File: src/rtl/seletor_pkg.sv
// ---------------------------------------------------------------------------
// seletor_pkg
// Types and constants shared by the seletor_uc control unit and its bench.
//   estadoT        : FSM state codes. The codes are visible on db_estado.
//   saidasT        : bundle of the registered control outputs of seletor_uc.
//   HOLD_INTERVALOS_DEF : default number of interval-counter periods the
//                    servo holds at the end position.
//   HOLD_W         : width of the hold counter.
// ---------------------------------------------------------------------------
package seletor_pkg;

    typedef enum logic [3:0] {
        INICIAL  = 4'd0,
        ESPERA   = 4'd1,
        ARMAZENA = 4'd2,
        AVALIA   = 4'd3,
        MOVE     = 4'd4,
        SEGURA   = 4'd5,
        RETORNA  = 4'd6,
        REJEITA  = 4'd7,
        ERRO     = 4'd8
    } estadoT;

    // Bit order matches the output port order of seletor_uc.
    typedef struct packed {
        logic enableReg;
        logic zeraUpdown;
        logic contaUpdown;
        logic zeraIntervalo;
        logic contaIntervalo;
        logic aceito;
        logic rejeitado;
        logic pronto;
    } saidasT;

    localparam int HOLD_INTERVALOS_DEF = 4;
    localparam int HOLD_W              = 3;

endpackage

File: src/rtl/seletor_uc.sv
// ---------------------------------------------------------------------------
// seletor_uc
// Control unit of the weight selector. Digit bytes from the serial receiver
// are stored into the weight register; a '#' byte evaluates the current
// weight: in range -> the servo steps up to position 7, holds there for
// HOLD_INTERVALOS interval periods and returns; out of range -> rejected;
// maximum weight zero -> error flag.
//
// Optional feature (macro SELETOR_UC_DB_EN): adds output db_estado[3:0]
// carrying the current state code.
//
// Ports
//   clock, reset           : system clock, synchronous active-low reset
//   fimRecepcao, comando   : new byte pulse; byte is '#'
//   pesoMaxIgualZero       : stored maximum weight is zero
//   perteceAoIntervalo     : current weight inside [pesoMin, pesoMax]
//   fimContadorIntervalo   : interval counter terminal count
//   fimPosicao             : servo at position 7
//   enableReg              : load the received digit into the weight register
//   zeraUpdown/contaUpdown : clear / step the servo position counter
//   zeraIntervalo/contaIntervalo : clear / run the interval counter
//   aceito, rejeitado      : one-cycle result pulses
//   erro                   : level, last command issued with pesoMax = 0
//   pronto                 : idle, waiting for a byte
//
// All control outputs are registered: the actions decided while the FSM is
// in a state appear on the pins during the following clock cycle.
// ---------------------------------------------------------------------------
module seletor_uc
    import seletor_pkg::*;
#(
    parameter int HOLD_INTERVALOS = HOLD_INTERVALOS_DEF
) (
    input  logic       clock,
    input  logic       reset,
    input  logic       fimRecepcao,
    input  logic       comando,
    input  logic       pesoMaxIgualZero,
    input  logic       perteceAoIntervalo,
    input  logic       fimContadorIntervalo,
    input  logic       fimPosicao,
    output logic       enableReg,
    output logic       zeraUpdown,
    output logic       contaUpdown,
    output logic       zeraIntervalo,
    output logic       contaIntervalo,
    output logic       aceito,
    output logic       rejeitado,
    output logic       erro,
    output logic       pronto
`ifdef SELETOR_UC_DB_EN
    ,
    output logic [3:0] db_estado
`endif
);

    // Count value seen on the last interval of the hold.
    localparam logic [HOLD_W-1:0] HOLD_ULTIMO = HOLD_W'(HOLD_INTERVALOS - 1);

    estadoT            stateReg,   stateNext;
    logic [HOLD_W-1:0] holdCntReg, holdCntNext;
    logic              erroReg,    erroNext;
    saidasT            saidasReg,  saidasNext;

    // -----------------------------------------------------------------------
    // Next state, hold counter, error flag and output actions
    // -----------------------------------------------------------------------
    always_comb begin
        stateNext   = stateReg;
        holdCntNext = holdCntReg;
        erroNext    = erroReg;
        saidasNext  = '0;

        // Any new byte acknowledges a previous error; the ERRO state below
        // overrides this so the flag is set on the cycle it is raised.
        if (fimRecepcao) begin
            erroNext = 1'b0;
        end

        case (stateReg)
            INICIAL: begin
                saidasNext.zeraUpdown    = 1'b1;
                saidasNext.zeraIntervalo = 1'b1;
                holdCntNext              = '0;
                stateNext                = ESPERA;
            end

            ESPERA: begin
                saidasNext.pronto = 1'b1;
                if (fimRecepcao) begin
                    stateNext = comando ? AVALIA : ARMAZENA;
                end
            end

            ARMAZENA: begin
                saidasNext.enableReg = 1'b1;
                stateNext            = ESPERA;
            end

            AVALIA: begin
                if (pesoMaxIgualZero) begin
                    stateNext = ERRO;
                end else if (perteceAoIntervalo) begin
                    stateNext = MOVE;
                end else begin
                    stateNext = REJEITA;
                end
            end

            MOVE: begin
                // Reaching the end position wins over a coincident interval
                // tick, so the servo never steps past position 7.
                if (fimPosicao) begin
                    saidasNext.zeraIntervalo = 1'b1;
                    stateNext                = SEGURA;
                end else begin
                    saidasNext.contaIntervalo = 1'b1;
                    saidasNext.contaUpdown    = fimContadorIntervalo;
                end
            end

            SEGURA: begin
                saidasNext.contaIntervalo = 1'b1;
                if (fimContadorIntervalo) begin
                    if (holdCntReg == HOLD_ULTIMO) begin
                        stateNext = RETORNA;
                    end else begin
                        holdCntNext = holdCntReg + HOLD_W'(1);
                    end
                end
            end

            RETORNA: begin
                saidasNext.zeraUpdown    = 1'b1;
                saidasNext.zeraIntervalo = 1'b1;
                saidasNext.aceito        = 1'b1;
                holdCntNext              = '0;
                stateNext                = ESPERA;
            end

            REJEITA: begin
                saidasNext.rejeitado  = 1'b1;
                saidasNext.zeraUpdown = 1'b1;
                stateNext             = ESPERA;
            end

            ERRO: begin
                erroNext  = 1'b1;
                stateNext = ESPERA;
            end

            default: begin
                stateNext = INICIAL;
            end
        endcase
    end

    // -----------------------------------------------------------------------
    // State and output registers
    // -----------------------------------------------------------------------
    always_ff @(posedge clock) begin
        if (!reset) begin
            stateReg   <= INICIAL;
            holdCntReg <= '0;
            erroReg    <= 1'b0;
            saidasReg  <= '0;
        end else begin
            stateReg   <= stateNext;
            holdCntReg <= holdCntNext;
            erroReg    <= erroNext;
            saidasReg  <= saidasNext;
        end
    end

    assign enableReg      = saidasReg.enableReg;
    assign zeraUpdown     = saidasReg.zeraUpdown;
    assign contaUpdown    = saidasReg.contaUpdown;
    assign zeraIntervalo  = saidasReg.zeraIntervalo;
    assign contaIntervalo = saidasReg.contaIntervalo;
    assign aceito         = saidasReg.aceito;
    assign rejeitado      = saidasReg.rejeitado;
    assign pronto         = saidasReg.pronto;
    assign erro           = erroReg;

`ifdef SELETOR_UC_DB_EN
    assign db_estado = stateReg;
`endif

endmodule
File: config.mk
export PLATFORM = sky130hd
export DESIGN_NAME = seletor_uc
export DESIGN_NICKNAME = d
export VERILOG_FILES = /design/src/rtl/seletor_pkg.sv /design/src/rtl/seletor_uc.sv
export SDC_FILE = /design/constraint.sdc
export NUM_CORES = 1
export LEC_CHECK = 0
export CAP_MARGIN = 20
export CORE_MARGIN = 2
export CORE_UTILIZATION = 34
export CTS_CLUSTER_SIZE = 28
export DETAILED_ROUTE_END_ITERATION = 12
export GPL_TIMING_DRIVEN = 0
export HOLD_SLACK_MARGIN = 0.1
export PLACE_DENSITY_LB_ADDON = 0.05
export SLEW_MARGIN = 20
export SYNTH_ARGS = -nofsm -noshare
export SYNTH_HDL_FRONTEND = slang
export SYNTH_SLANG_ARGS = --single-unit
File: constraint.sdc
create_clock -name clock -period 2.1 [get_ports clock]
set_input_delay 0.42 -clock clock [delete_from_list [all_inputs] [get_ports clock]]
set_output_delay 0.42 -clock clock [all_outputs]
set_load 0.02 [all_outputs]
[Word level (Yosys, flattened, before mapping)]
Index checks and enable logic that the tools add are counted.
Word-level totals
  latch bits: 0
  bits of input ports: 8
  register bits after elaboration: 16
  output and inout port bits: 9
  logic and storage cells: 59
  memories kept: 0
  ROM bits: 0
  RAM bits: 0
Operators by class
  eq/ne operators: 14
  $mul: 0
  multiplexer cells: 22
  $add $sub $neg: 1
  magnitude comparators: 0
  shift-type cells: 0
  bitwise gates (word level): 2
  divide/modulo/power cells: 0
  reductions and logical operators: 9
Operator list (number)
  4-bit two-way mux: 5
  4-bit case mux with 5 select lines: 1
  4-bit by 3-bit equality test with 1-bit output, second input constant: 4
  1-bit two-way mux: 10
  2-bit != test, second input constant: 5
  4-bit by 2-bit equality test with 1-bit output, second input constant: 2
  3-bit two-way mux: 2
  3-bit case mux with 2 select lines: 1
  3-bit OR reduction: 2
  5-bit OR reduction: 1
  4-bit by 1-bit equality test with 1-bit output, second input constant: 1
  4-bit equality test, second input constant: 1
  4-bit logical NOT: 1
  1-bit case mux with 2 select lines: 2
  4-bit AND reduction: 1
  2-bit nonzero test: 2
  3-bit by 1-bit adder with 3-bit output, second input constant: 1
  3-bit by 2-bit equality test with 1-bit output, second input constant: 1
  3-bit AND reduction: 1
  2-bit two-way mux: 1
  1-bit NOT: 2
  2-bit OR reduction: 1

[Longest topological paths before layout]
Gate-level depths: netlist of run 1.
  word-level depth: 4
  gate-level depth with buffers: 6
  mapped depth without buffers: 6

[Least setup slack after synthesis of run 1]
No wires, ideal clock.
  kind: register to register
  from: register holdCntReg[0]
  to: register stateReg[1]
  path slack: 624 ps
  cell stages (with the launch flop): 7
  data required time: 1985 ps
  arrival time: 1361 ps
  cell sequence: dfxtp_1 ha_1 ha_1 and3_2 o32ai_1 o32a_1 nor2_1
On the way
  word-level cells in the longest chain between the ends: 3
Ends and longest elaborated chain
  start: declaration: line seletor_uc.sv:61  | logic [HOLD_W-1:0] holdCntReg, holdCntNext;
  start signal: assignment: line seletor_uc.sv:169  | holdCntReg <= holdCntNext;
  3-bit by 2-bit equality test with 1-bit output: line seletor_uc.sv:125  | if (holdCntReg == HOLD_ULTIMO) begin
  2-bit != test (no line)
  4-bit AND reduction (no line)
  end signal: assignment: line seletor_uc.sv:168  | stateReg <= stateNext;
  end: declaration: line seletor_uc.sv:60  | estadoT stateReg, stateNext;
No other way between the ends.
A chain may end at the register's enable or synchronous reset.

[Worst setup path in the final report of run 1]
  from: register erroReg (netlist: erro)
  to: output erro
RTL lines
  start: declaration: line seletor_uc.sv:62  | logic erroReg, erroNext;
  start signal: assignment: line seletor_uc.sv:170  | erroReg <= erroNext;
  end: declaration: line seletor_uc.sv:49  | output logic erro,
No word-level cell between the ends.

==> impl_table.tex, run 1 <==
\begin{tabular}{lr}
\hline
Metric & Value \\
\hline
\multicolumn{2}{l}{\textbf{Status}} \\
Status & completed \\
\multicolumn{2}{l}{\textbf{Synth}} \\
Number of synthesized register bits & 16 \\
Syn\_area\_per\_cell & 8.77 µm² \\
Most area-hungry cell type in the Yosys netlist & dfxtp\_1 \\
Top-area cell type share of the netlist area & 46.2\% \\
Distinct cells, synth & 29 \\
Post-Syn Instances & 79 \\
Yosys warns & 0 \\
Post-synthesis net count & 89 \\
Combined area of all synthesized cells & 693 µm² \\
Top area cells in the synthesized netlist & dfxtp\_1 46\%, nor2\_1 5.4\%, nand3\_1 4.3\% \\
Sequential-to-total area share from yosys stat & 46.2\% \\
\multicolumn{2}{l}{\textbf{STA}} \\
Min Tclk post-route & 1.64 ns \\
Final Worst Setup Slack & 0.460 ns \\
Portion of the clock cycle consumed by the worst path in the final layout & 78.1\% \\
Achievable Freq & 0.610 GHz \\
Fin Hold WS & 0.472 ns \\
Final setup violating endpoints & 0 \\
Slew at the pin with the worst max-slew slack & 0.439 ns \\
Final-report max-slew violation count & 0 \\
RSZ-0062 raised after global routing & false \\
Sum Neg Setup Slack & 0 ns \\
Post-Route Skew & 0.00109 ns \\
Max transition margin & 70.7\% \\
Count of endpoints failing hold in the final timing report & 0 \\
\multicolumn{2}{l}{\textbf{Clock tree}} \\
Clock Sink Count & 16 \\
CTS tree & done \\
Clock buffer count from CTS & 3 \\
Post-CTS Setup Repair Bufs & 0 \\
Number of buffers on the longest clock path & 2 \\
Count of hold-fix buffers inserted at cts & 0 \\
Maximum level of the CTS H-tree & 1 \\
Clock transition at path regs & 0.09 ns \\
Worst-Skew Late Latency & 0.28 ns \\
CTS root buf & clkbuf\_4 \\
Resize count post-CTS & 0 \\
\multicolumn{2}{l}{\textbf{Layout}} \\
Largest Register & stateReg \\
Number of flip-flops in the largest register & 4 \\
Area occupied by multi-input gates & 332 µm² \\
Antenna cell count & 0 \\
Largest registers ranked by flip-flop count & stateReg (4), holdCntReg (3) \\
Sequential cell area in the final layout & 320 µm² \\
Post-layout nets & 110 \\
Number of fill cells & 206 \\
Share of layout cells above drive strength 1 & 9.09\% \\
Post-synthesis to final-layout area growth & 33.2\% \\
Area of all placed cells without fillers & 923 µm² \\
\multicolumn{2}{l}{\textbf{Floorplan}} \\
Die Wd & 49.2 µm \\
Total number of placement rows & 16 \\
Die boundary height & 49.2 µm \\
IO Pins & 17 \\
Initial Utilization & 35.7\% \\
Area of the die & 2420 µm² \\
Core area & 1940 µm² \\
\multicolumn{2}{l}{\textbf{Worst setup path}} \\
Slowest stage delay, CP & 0.60 ns \\
Worst R2R Start & holdCntReg[0] \\
Worst endpoint data arrival time & 1.22 ns \\
Critical path start-end classification & flip-flop to output port \\
Critical path endpoint category & output port \\
Minimum setup slack among reg-to-reg paths & 0.51 ns \\
Buf/Inv on CP & 1 \\
Critical path cell sequence & clkdlybuf4s50\_1 \\
Top delay family on crit path & buffers and inverters \\
Worst path slowest cell & clkdlybuf4s50\_1 \\
Crit-path max FO & 2 \\
Worst Setup Start Kind & flip-flop \\
Terminus of the critical flop-to-flop path & holdCntReg[0] \\
Worst reg2reg path depth & 5 \\
Number of cells on the critical path & 1 \\
Data required time at the worst endpoint & 1.68 ns \\
\multicolumn{2}{l}{\textbf{Power and ir drop}} \\
Design internal power & 0.478 mW \\
Switching power & 0.161 mW \\
Power density normalized to cell area & 692 nW/µm² \\
Share of power burned in the clock network & 31.3\% \\
Sw Ratio & 25.2\% \\
Part of the total power dissipated in sequential elements & 50.8\% \\
Worst voltage drop across the vdd grid & 0.000339 V \\
Leakage power of the design & 0.350 nW \\
Relative contribution of combinational cells to total power & 18.0\% \\
\multicolumn{2}{l}{\textbf{Route}} \\
Via density per instance & 4.99 \\
Wirelength, routed & 1470 µm \\
Number of iterations in the first detailed-routing pass & 4 \\
Final routed wire length divided by cell count & 11.7 µm \\
Number of DRC markers in iteration 0 & 17 \\
Antenna-violating nets left & 0 \\
Total number of vias & 629 \\
DRC errors left & 0 \\
\multicolumn{2}{l}{\textbf{Hold path}} \\
Worst min-delay path endpoint & holdCntReg[2] \\
Min-Delay Path Class & flip-flop to flip-flop \\
Startpoint of the most critical hold path & holdCntReg[2] \\
Cells on Worst Hold Path & 2 \\
\multicolumn{2}{l}{\textbf{GRT}} \\
Pin count of the biggest net entering global routing & 11 \\
Via count of the first global-routing pass & 547 \\
Overall track demand over capacity in global routing & 13.9\% \\
Initial antenna violation count & 0 \\
Wire length of the first global-routing pass & 2520 µm \\
Congestion Overflow GR & 0 \\
\multicolumn{2}{l}{\textbf{Run}} \\
MaxCap Viol Count & 0 \\
\multicolumn{2}{l}{\textbf{Placed design}} \\
Instance area at placement & 887 µm² \\
Routability congestion estimate from global placement & 0.812 \\
Estimated wirelength of the detail-placed design & 1120 µm \\
Worst setup slack after placement & 0.309 ns \\
Port buffer count & 16 \\
\hline
\end{tabular}
metal layers:
layer,GRT usage (%),wire length [µm]
met4,8.57,38
met1,19.3,708
met3,3.07,72
met2,19.4,650
met5,0,0
cell families after synthesis:
logic type               synth area share, %
AND/OR/NAND/NOR                         28.0
flip-flops                              46.2
AO/OA/AOI/OAI                           16.2
buffers and inverters                   5.96
adder cells (fa/ha/maj)                 3.61
worst max path at each step:
stage	from	to	slack (ns)
floorplan	holdCntReg[0]	stateReg[1]	0.62
global placement	fimContadorIntervalo	stateReg[1]	0.31
detailed placement	fimContadorIntervalo	stateReg[1]	0.31
CTS	erro	erro	0.44
global route	erro	erro	0.39
finish	erro	erro	0.46
worst min-delay path, cell delays in order (launching register included):
cell and delay, ns:
dfxtp_1 0.32, nand3_1 0.06, o31ai_1 0.06
cells in the final DEF (no fill, tap or decap), types with 2 or more instances in the layout:
cell	count
o21ai_0	2
a21oi_1	3
nor3_1	2
ha_1	2
nand2_1	8
clkdlybuf4s50_1	16
nand3_1	6
nand2b_1	3
nor2_1	10
nor2b_1	2
o31ai_1	2
clkbuf_4	3
or2b_1	2
clkbuf_1	2
inv_1	4
dfxtp_1	16
stage by stage:
step	util (%)	instances	power, mW
after global placement	45.7	122	0.446
after detailed placement	45.7	122	0.446
after global routing	47.6	126	0.686
after CTS	47.6	126	0.651
after floorplan	-	79	0.403
final	47.6	126	0.639
synthesized netlist by cell type:
| cell | count |
|---|---|
| o32a_1 | 1 |
| a211oi_1 | 1 |
| and3_2 | 1 |
| a2bb2oi_1 | 1 |
| buf_6 | 1 |
| buf_4 | 1 |
| nor2_1 | 10 |
| dfxtp_1 | 16 |
| ha_1 | 2 |
| a311oi_1 | 1 |
| a221o_1 | 1 |
| or2b_1 | 2 |
| nand3_1 | 6 |
| o21ba_1 | 1 |
| and2b_2 | 1 |
| o31ai_1 | 2 |
| nand4b_1 | 1 |
| o32ai_1 | 1 |
| nand2b_1 | 3 |
| o41ai_1 | 1 |
| nor3_1 | 2 |
| a21oi_1 | 3 |
| clkbuf_1 | 2 |
| nand2_1 | 8 |
| or3_2 | 1 |
| o21ai_0 | 2 |
| nor2b_1 | 2 |
| inv_1 | 4 |
| nand3b_1 | 1 |
power by group through the flow:
stage,clock network (mW),logic (mW),registers [mW]
2_1_floorplan,0,0.0639,0.339
3_3_place_gp,0,0.115,0.331
3_5_place_dp,0,0.114,0.332
4_1_cts,0.212,0.115,0.325
5_1_grt,0.233,0.126,0.327
6_report,0.200,0.115,0.324
cell type report:
class | instances | share of cell area, %
Clock buffer | 4 | 3.93
Inverter | 4 | 1.63
Sequential cell | 16 | 34.7
Tap cell | 27 | 3.66
Timing Repair Buffer | 16 | 17.3
Multi-Input combinational cell | 55 | 35.9
Buffer | 4 | 2.85
Note: power is estimated with default switching activity, not from simulation.
==> inputs of run 2 (changes only) <==
clock period = 1.4 ns   (was 2.1 ns; I/O delays follow)
==> run 2 against run 1 <==
The flow now finishes with violations (negative setup slack). Count of clock-buffer cells in the layout did not move. Register-to-register slack got worse by 0.62 ns. Cell count rose by 0.79%. Non-clock buffer count rose by 1. First-iteration DRC count fell by 41%. Sequential cell count did not move. Utilization rose by 2.6 points. Sequential power rose by 51%. Clock power rose by 48%. Critical path depth rose by 6. Sequential share of layout area fell by 1.5 points. Largest power group unchanged.
==> impl_table.tex, run 2 (synthesis gave the netlist of run 1 again) <==
\begin{tabular}{lr}
\hline
Metric & Value \\
\hline
\multicolumn{2}{l}{\textbf{Floorplan}} \\
Total number of placement rows & 16 \\
Initial Utilization & 35.7\% \\
Die boundary height & 49.2 µm \\
IO Pins & 17 \\
Area of the die & 2420 µm² \\
Die Wd & 49.2 µm \\
Core area & 1940 µm² \\
\multicolumn{2}{l}{\textbf{Clock tree}} \\
Clock transition at path regs & 0.08 ns \\
Clock buffer count from CTS & 3 \\
Maximum level of the CTS H-tree & 1 \\
Count of hold-fix buffers inserted at cts & 0 \\
CTS tree & done \\
Clock Sink Count & 16 \\
Worst-Skew Late Latency & 0.28 ns \\
Number of buffers on the longest clock path & 2 \\
CTS root buf & clkbuf\_4 \\
\multicolumn{2}{l}{\textbf{Power and ir drop}} \\
Power density normalized to cell area & 992 nW/µm² \\
Relative contribution of combinational cells to total power & 18.6\% \\
Sw Ratio & 25.5\% \\
Worst voltage drop across the vdd grid & 0.000719 V \\
Switching power & 0.246 mW \\
Part of the total power dissipated in sequential elements & 50.8\% \\
Leakage power of the design & 0.397 nW \\
Share of power burned in the clock network & 30.6\% \\
Design internal power & 0.719 mW \\
Final Total Pwr & 0.965 mW \\
\multicolumn{2}{l}{\textbf{Run}} \\
MaxCap Viol Count & 0 \\
\multicolumn{2}{l}{\textbf{Route}} \\
Number of DRC markers in iteration 0 & 10 \\
Final routed wire length divided by cell count & 11.9 µm \\
Detailed-route wire length on metal 1 & 710 µm \\
Via density per instance & 4.78 \\
Detailed-routed wire length on met3 & 64 µm \\
DRC errors left & 0 \\
Amount of wire on met2 after detailed routing & 722 µm \\
Wirelength, routed & 1520 µm \\
Highest signal layer in the routed design & met4 \\
Antenna-violating nets left & 0 \\
Total number of vias & 607 \\
Number of iterations in the first detailed-routing pass & 3 \\
\multicolumn{2}{l}{\textbf{Layout}} \\
Commonest cells after routing, fill and taps aside & 14 x dfxtp\_1, 10 x nor2\_1, 9 x dlygate4sd2\_1 \\
Final instance count without filler cells & 127 \\
Share of layout cells above drive strength 1 & 16.0\% \\
Number of fill cells & 196 \\
Largest Register & stateReg \\
Utilization after layout & 50.1\% \\
Post-synthesis to final-layout area growth & 40.4\% \\
Number of flip-flops in the largest register & 4 \\
Post-layout nets & 111 \\
Most frequent standard cell in the layout excluding fill and tap cells & dfxtp\_1 \\
Largest registers ranked by flip-flop count & stateReg (4), holdCntReg (3) \\
Antenna cell count & 0 \\
\multicolumn{2}{l}{\textbf{Worst setup path}} \\
Worst reg2reg path depth & 7 \\
Crit-path max FO & 2 \\
Cell type with the highest occurrence count on the critical path & ha\_4 \\
Worst path slowest cell & dfxtp\_2 \\
Critical path start-end classification & flip-flop to flip-flop \\
Critical path cell sequence & ha\_4, ha\_4, buf\_4, and3\_4, o32ai\_4, o32a\_1, nor2\_1 \\
Data required time at the worst endpoint & 1.58 ns \\
Critical path endpoint category & flip-flop \\
Slowest stage delay, CP & 0.35 ns \\
Worst endpoint data arrival time & 1.69 ns \\
Worst Setup Start Kind & flip-flop \\
\multicolumn{2}{l}{\textbf{STA}} \\
Portion of the clock cycle consumed by the worst path in the final layout & 108\% \\
Final Worst Setup Slack & -0.105 ns \\
Post-Route Skew & 0.00139 ns \\
Slew at the pin with the worst max-slew slack & 0.430 ns \\
Count of endpoints failing hold in the final timing report & 0 \\
Min Tclk post-route & 1.51 ns \\
Achievable Freq & 0.664 GHz \\
Final setup violating endpoints & 5 \\
Max transition margin & 71.3\% \\
Final-report max-slew violation count & 0 \\
RSZ-0062 raised after global routing & true \\
\multicolumn{2}{l}{\textbf{Hold path}} \\
Cells on Worst Hold Path & 1 \\
Min-Delay Path Class & flip-flop to flip-flop \\
\multicolumn{2}{l}{\textbf{Placed design}} \\
Estimated wirelength of the detail-placed design & 1070 µm \\
Routability congestion estimate from global placement & 0.827 \\
DP Cell Count & 122 \\
Port buffer count & 16 \\
\multicolumn{2}{l}{\textbf{GRT}} \\
Congestion Overflow GR & 0 \\
Pin count of the biggest net entering global routing & 11 \\
Via count of the first global-routing pass & 582 \\
Wire length of the first global-routing pass & 2600 µm \\
Initial antenna violation count & 0 \\
Overall track demand over capacity in global routing & 14.4\% \\
\multicolumn{2}{l}{\textbf{Status}} \\
Failing checks & negative setup slack \\
Status & finished with violations \\
\hline
\end{tabular}
==> run 2: power by group through the flow <==
| stage | clock, mW | sequential, mW | combinational (mW) |
|---|---|---|---|
| 2_1_floorplan | 0 | 0.512 | 0.100 |
| 3_3_place_gp | 0 | 0.501 | 0.177 |
| 3_5_place_dp | 0 | 0.501 | 0.175 |
| 4_1_cts | 0.307 | 0.490 | 0.171 |
| 5_1_grt | 0.334 | 0.494 | 0.200 |
| 6_report | 0.295 | 0.490 | 0.180 |
==> run 2: cell type report <==
class,count,area (µm²),share of cell area (%)
Sequential cell,16,323,33.2
Clock buffer,4,36.3,3.73
Multi-Input combinational cell,55,383,39.3
Inverter,4,15.0,1.54
Tap cell,27,33.8,3.47
Buffer,4,26.3,2.70
Timing Repair Buffer,17,156,16.1
==> run 2: worst max-delay path, delay by kind of cell, from the launching register on <==
kind / cells / cell delay [ns]
compound gates: 2 / 0.43
fa+ha+maj: 2 / 0.30
buf+inv: 1 / 0.12
flops: 1 / 0.35
simple gates: 2 / 0.20
==> run 2: per-layer routing <==
metal | vias to the layer above | global-route usage, %
li1 | 319 | -
met1 | 275 | 17.0
met2 | 11 | 23.4
met3 | 2 | 4.60
met4 | 0 | 7.14
met5 | - | 0
==> run 2: through the flow <==
| stage | TNS [ns] | hold slack, ns | cell area [µm²] | worst slack, ns |
|---|---|---|---|---|
| after floorplan | -0.0148 | 0.394 | 728 | -0.00814 |
| after global placement | -1.63 | 0.467 | 922 | -0.217 |
| after detailed placement | -1.56 | 0.463 | 922 | -0.214 |
| after CTS | -0.299 | 0.479 | 947 | -0.102 |
| after global routing | -0.866 | 0.512 | 973 | -0.211 |
| final | -0.467 | 0.476 | 973 | -0.105 |
==> run 2: final timing paths <==
path / from / end / slack [ns]
setup / recovery: holdCntReg[1] / stateReg[1] / -0.11
hold / removal: holdCntReg[0] / holdCntReg[0] / 0.48
hold reg to reg: holdCntReg[0] / holdCntReg[0] / 0.48
setup reg to reg: holdCntReg[1] / stateReg[1] / -0.11
==> run 2: what timing repair did <==
item	CTS	global route
setup endpoints to repair	14	6
pin swaps	3	3
gates resized for setup	10	4
buffers inserted	0	1
gates cloned	0	0
==> inputs of run 3 (changes only) <==
HOLD_SLACK_MARGIN = 0.08   (was 0.1)
REMOVE_ABC_BUFFERS = 1   (was not set)
clock period = 1.6 ns   (was 1.4 ns; I/O delays follow)
==> run 3 against run 2 <==
Worst setup slack improved by 0.16 ns. The flow now finishes without violations. Via count unchanged. Hold slack improved by 0.0031 ns. Global-route usage decreased by 0.82 points. Register-to-register slack improved by 0.19 ns. Clock power decreased by 8.8%.
==> impl_table.tex, run 3 (synthesis gave the netlist of run 1 again) <==
\begin{tabular}{lr}
\hline
Metric & Value \\
\hline
\multicolumn{2}{l}{\textbf{Floorplan}} \\
Die boundary height & 49.2 µm \\
Area of the die & 2420 µm² \\
IO Pins & 17 \\
Initial Utilization & 35.7\% \\
Total number of placement rows & 16 \\
Die Wd & 49.2 µm \\
Core area & 1940 µm² \\
\multicolumn{2}{l}{\textbf{Worst setup path}} \\
Buf/Inv on CP & 1 \\
Critical path cell sequence & clkdlybuf4s50\_1 \\
Number of cells on the critical path & 1 \\
Minimum setup slack among reg-to-reg paths & 0.08 ns \\
Worst endpoint data arrival time & 1.22 ns \\
Worst Setup Start Kind & flip-flop \\
Crit-path max FO & 2 \\
Data required time at the worst endpoint & 1.28 ns \\
Worst reg2reg path depth & 6 \\
Top delay family on crit path & buffers and inverters \\
Slowest stage delay, CP & 0.60 ns \\
Critical path endpoint category & output port \\
Worst path slowest cell & clkdlybuf4s50\_1 \\
Critical path start-end classification & flip-flop to output port \\
\multicolumn{2}{l}{\textbf{STA}} \\
RSZ-0062 raised after global routing & true \\
Achievable Freq & 0.647 GHz \\
Max transition margin & 74.3\% \\
Min Tclk post-route & 1.54 ns \\
Slew at the pin with the worst max-slew slack & 0.385 ns \\
Sum Neg Setup Slack & 0 ns \\
Final setup violating endpoints & 0 \\
Final-report max-slew violation count & 0 \\
Count of endpoints failing hold in the final timing report & 0 \\
Final Worst Setup Slack & 0.0554 ns \\
Post-Route Skew & 0.00963 ns \\
Portion of the clock cycle consumed by the worst path in the final layout & 96.5\% \\
\multicolumn{2}{l}{\textbf{Layout}} \\
Number of fill cells & 200 \\
Largest Register & stateReg \\
Final instance count without filler cells & 123 \\
Post-synthesis to final-layout area growth & 35.7\% \\
Share of layout cells above drive strength 1 & 14.6\% \\
Most frequent standard cell in the layout excluding fill and tap cells & clkdlybuf4s50\_1 \\
Commonest cells after routing, fill and taps aside & 16 x clkdlybuf4s50\_1, 13 x dfxtp\_1, 10 x nor2\_1 \\
Largest registers ranked by flip-flop count & stateReg (4), holdCntReg (3) \\
Antenna cell count & 0 \\
Number of flip-flops in the largest register & 4 \\
Area of all placed cells without fillers & 941 µm² \\
Post-layout nets & 107 \\
\multicolumn{2}{l}{\textbf{Clock tree}} \\
Clock transition at path regs & 0.10 ns \\
Count of hold-fix buffers inserted at cts & 0 \\
Clock Sink Count & 16 \\
Clock buffer count from CTS & 3 \\
Worst-Skew Late Latency & 0.29 ns \\
CTS root buf & clkbuf\_4 \\
CTS tree & done \\
Maximum level of the CTS H-tree & 1 \\
Number of buffers on the longest clock path & 2 \\
\multicolumn{2}{l}{\textbf{GRT}} \\
Wire length of the first global-routing pass & 2500 µm \\
Overall track demand over capacity in global routing & 13.6\% \\
Initial antenna violation count & 0 \\
Via count of the first global-routing pass & 583 \\
Congestion Overflow GR & 0 \\
Pin count of the biggest net entering global routing & 13 \\
\multicolumn{2}{l}{\textbf{Route}} \\
Number of DRC markers in iteration 0 & 9 \\
Number of iterations in the first detailed-routing pass & 5 \\
Antenna-violating nets left & 0 \\
Wirelength, routed & 1480 µm \\
Via density per instance & 4.93 \\
Total number of vias & 607 \\
Final routed wire length divided by cell count & 12.0 µm \\
DRC errors left & 0 \\
\multicolumn{2}{l}{\textbf{Placed design}} \\
Instance area at placement & 861 µm² \\
Routability congestion estimate from global placement & 0.815 \\
Worst setup slack after placement & -0.129 ns \\
Estimated wirelength of the detail-placed design & 1090 µm \\
DP Cell Count & 118 \\
Port buffer count & 16 \\
\multicolumn{2}{l}{\textbf{Power and ir drop}} \\
Worst voltage drop across the vdd grid & 0.000519 V \\
Design internal power & 0.631 mW \\
Sw Ratio & 25.9\% \\
Relative contribution of combinational cells to total power & 16.8\% \\
Switching power & 0.221 mW \\
Part of the total power dissipated in sequential elements & 51.6\% \\
Final Total Pwr & 0.852 mW \\
Leakage power of the design & 0.345 nW \\
Power density normalized to cell area & 905 nW/µm² \\
Share of power burned in the clock network & 31.6\% \\
\multicolumn{2}{l}{\textbf{Hold path}} \\
Min-Delay Path Class & flip-flop to flip-flop \\
Cells on Worst Hold Path & 2 \\
\multicolumn{2}{l}{\textbf{Run}} \\
MaxCap Viol Count & 0 \\
\multicolumn{2}{l}{\textbf{Status}} \\
Status & completed \\
\hline
\end{tabular}
[run 3: final timing paths]
check                                endpoint          start
worst max register to register    stateReg[1]  holdCntReg[1]
worst min-delay path            holdCntReg[2]  holdCntReg[2]
worst max-delay path                     erro           erro
worst min register to register  holdCntReg[2]  holdCntReg[2]
[run 3: metal layers]
| layer | routed length (µm) | vias up | track usage [%] |
|---|---|---|---|
| met5 | 0 | - | 0 |
| met2 | 693 | 11 | 21.8 |
| met4 | 14 | 0 | 5.71 |
| li1 | - | 312 | - |
| met3 | 47 | 2 | 2.76 |
| met1 | 723 | 282 | 17.7 |
[run 3: repair_timing]
item	4_1_cts	5_1_grt
buffers inserted	1	0
setup endpoints to repair	2	4
pin swaps	2	3
gates resized for setup	3	5
[run 3: through the flow]
stage	utilization (%)	hold slack, ns
after floorplan	-	0.434
after global placement	44.3	0.456
after detailed placement	44.3	0.468
after CTS	47.2	0.483
after global routing	48.5	0.524
final	48.5	0.479
[run 3: layout make-up]
type / instances / area (µm²) / area share (%)
well taps: 27 / 33.8 / 3.59
multi-input cells: 55 / 364 / 38.7
repair buffers: 17 / 168 / 17.8
clock buffers: 4 / 36.3 / 3.86
inverters: 4 / 15.0 / 1.60
flip-flops and latches: 16 / 324 / 34.4
[run 3: power by group through the flow]
stage,Sequential [mW],Combinational [mW],Clock (mW)
after global placement,0.447,0.131,0
after CTS,0.437,0.141,0.276
after global routing,0.444,0.156,0.300
after floorplan,0.452,0.0674,0
after detailed placement,0.446,0.132,0
final,0.440,0.143,0.269
[run 3: worst register-to-register path, stage by stage (launching register included)]
cell	delay, ns
dfxtp_2	0.35
ha_4	0.16
ha_4	0.15
and3_2	0.19
o32ai_2	0.30
o32a_1	0.22
nor2_1	0.04
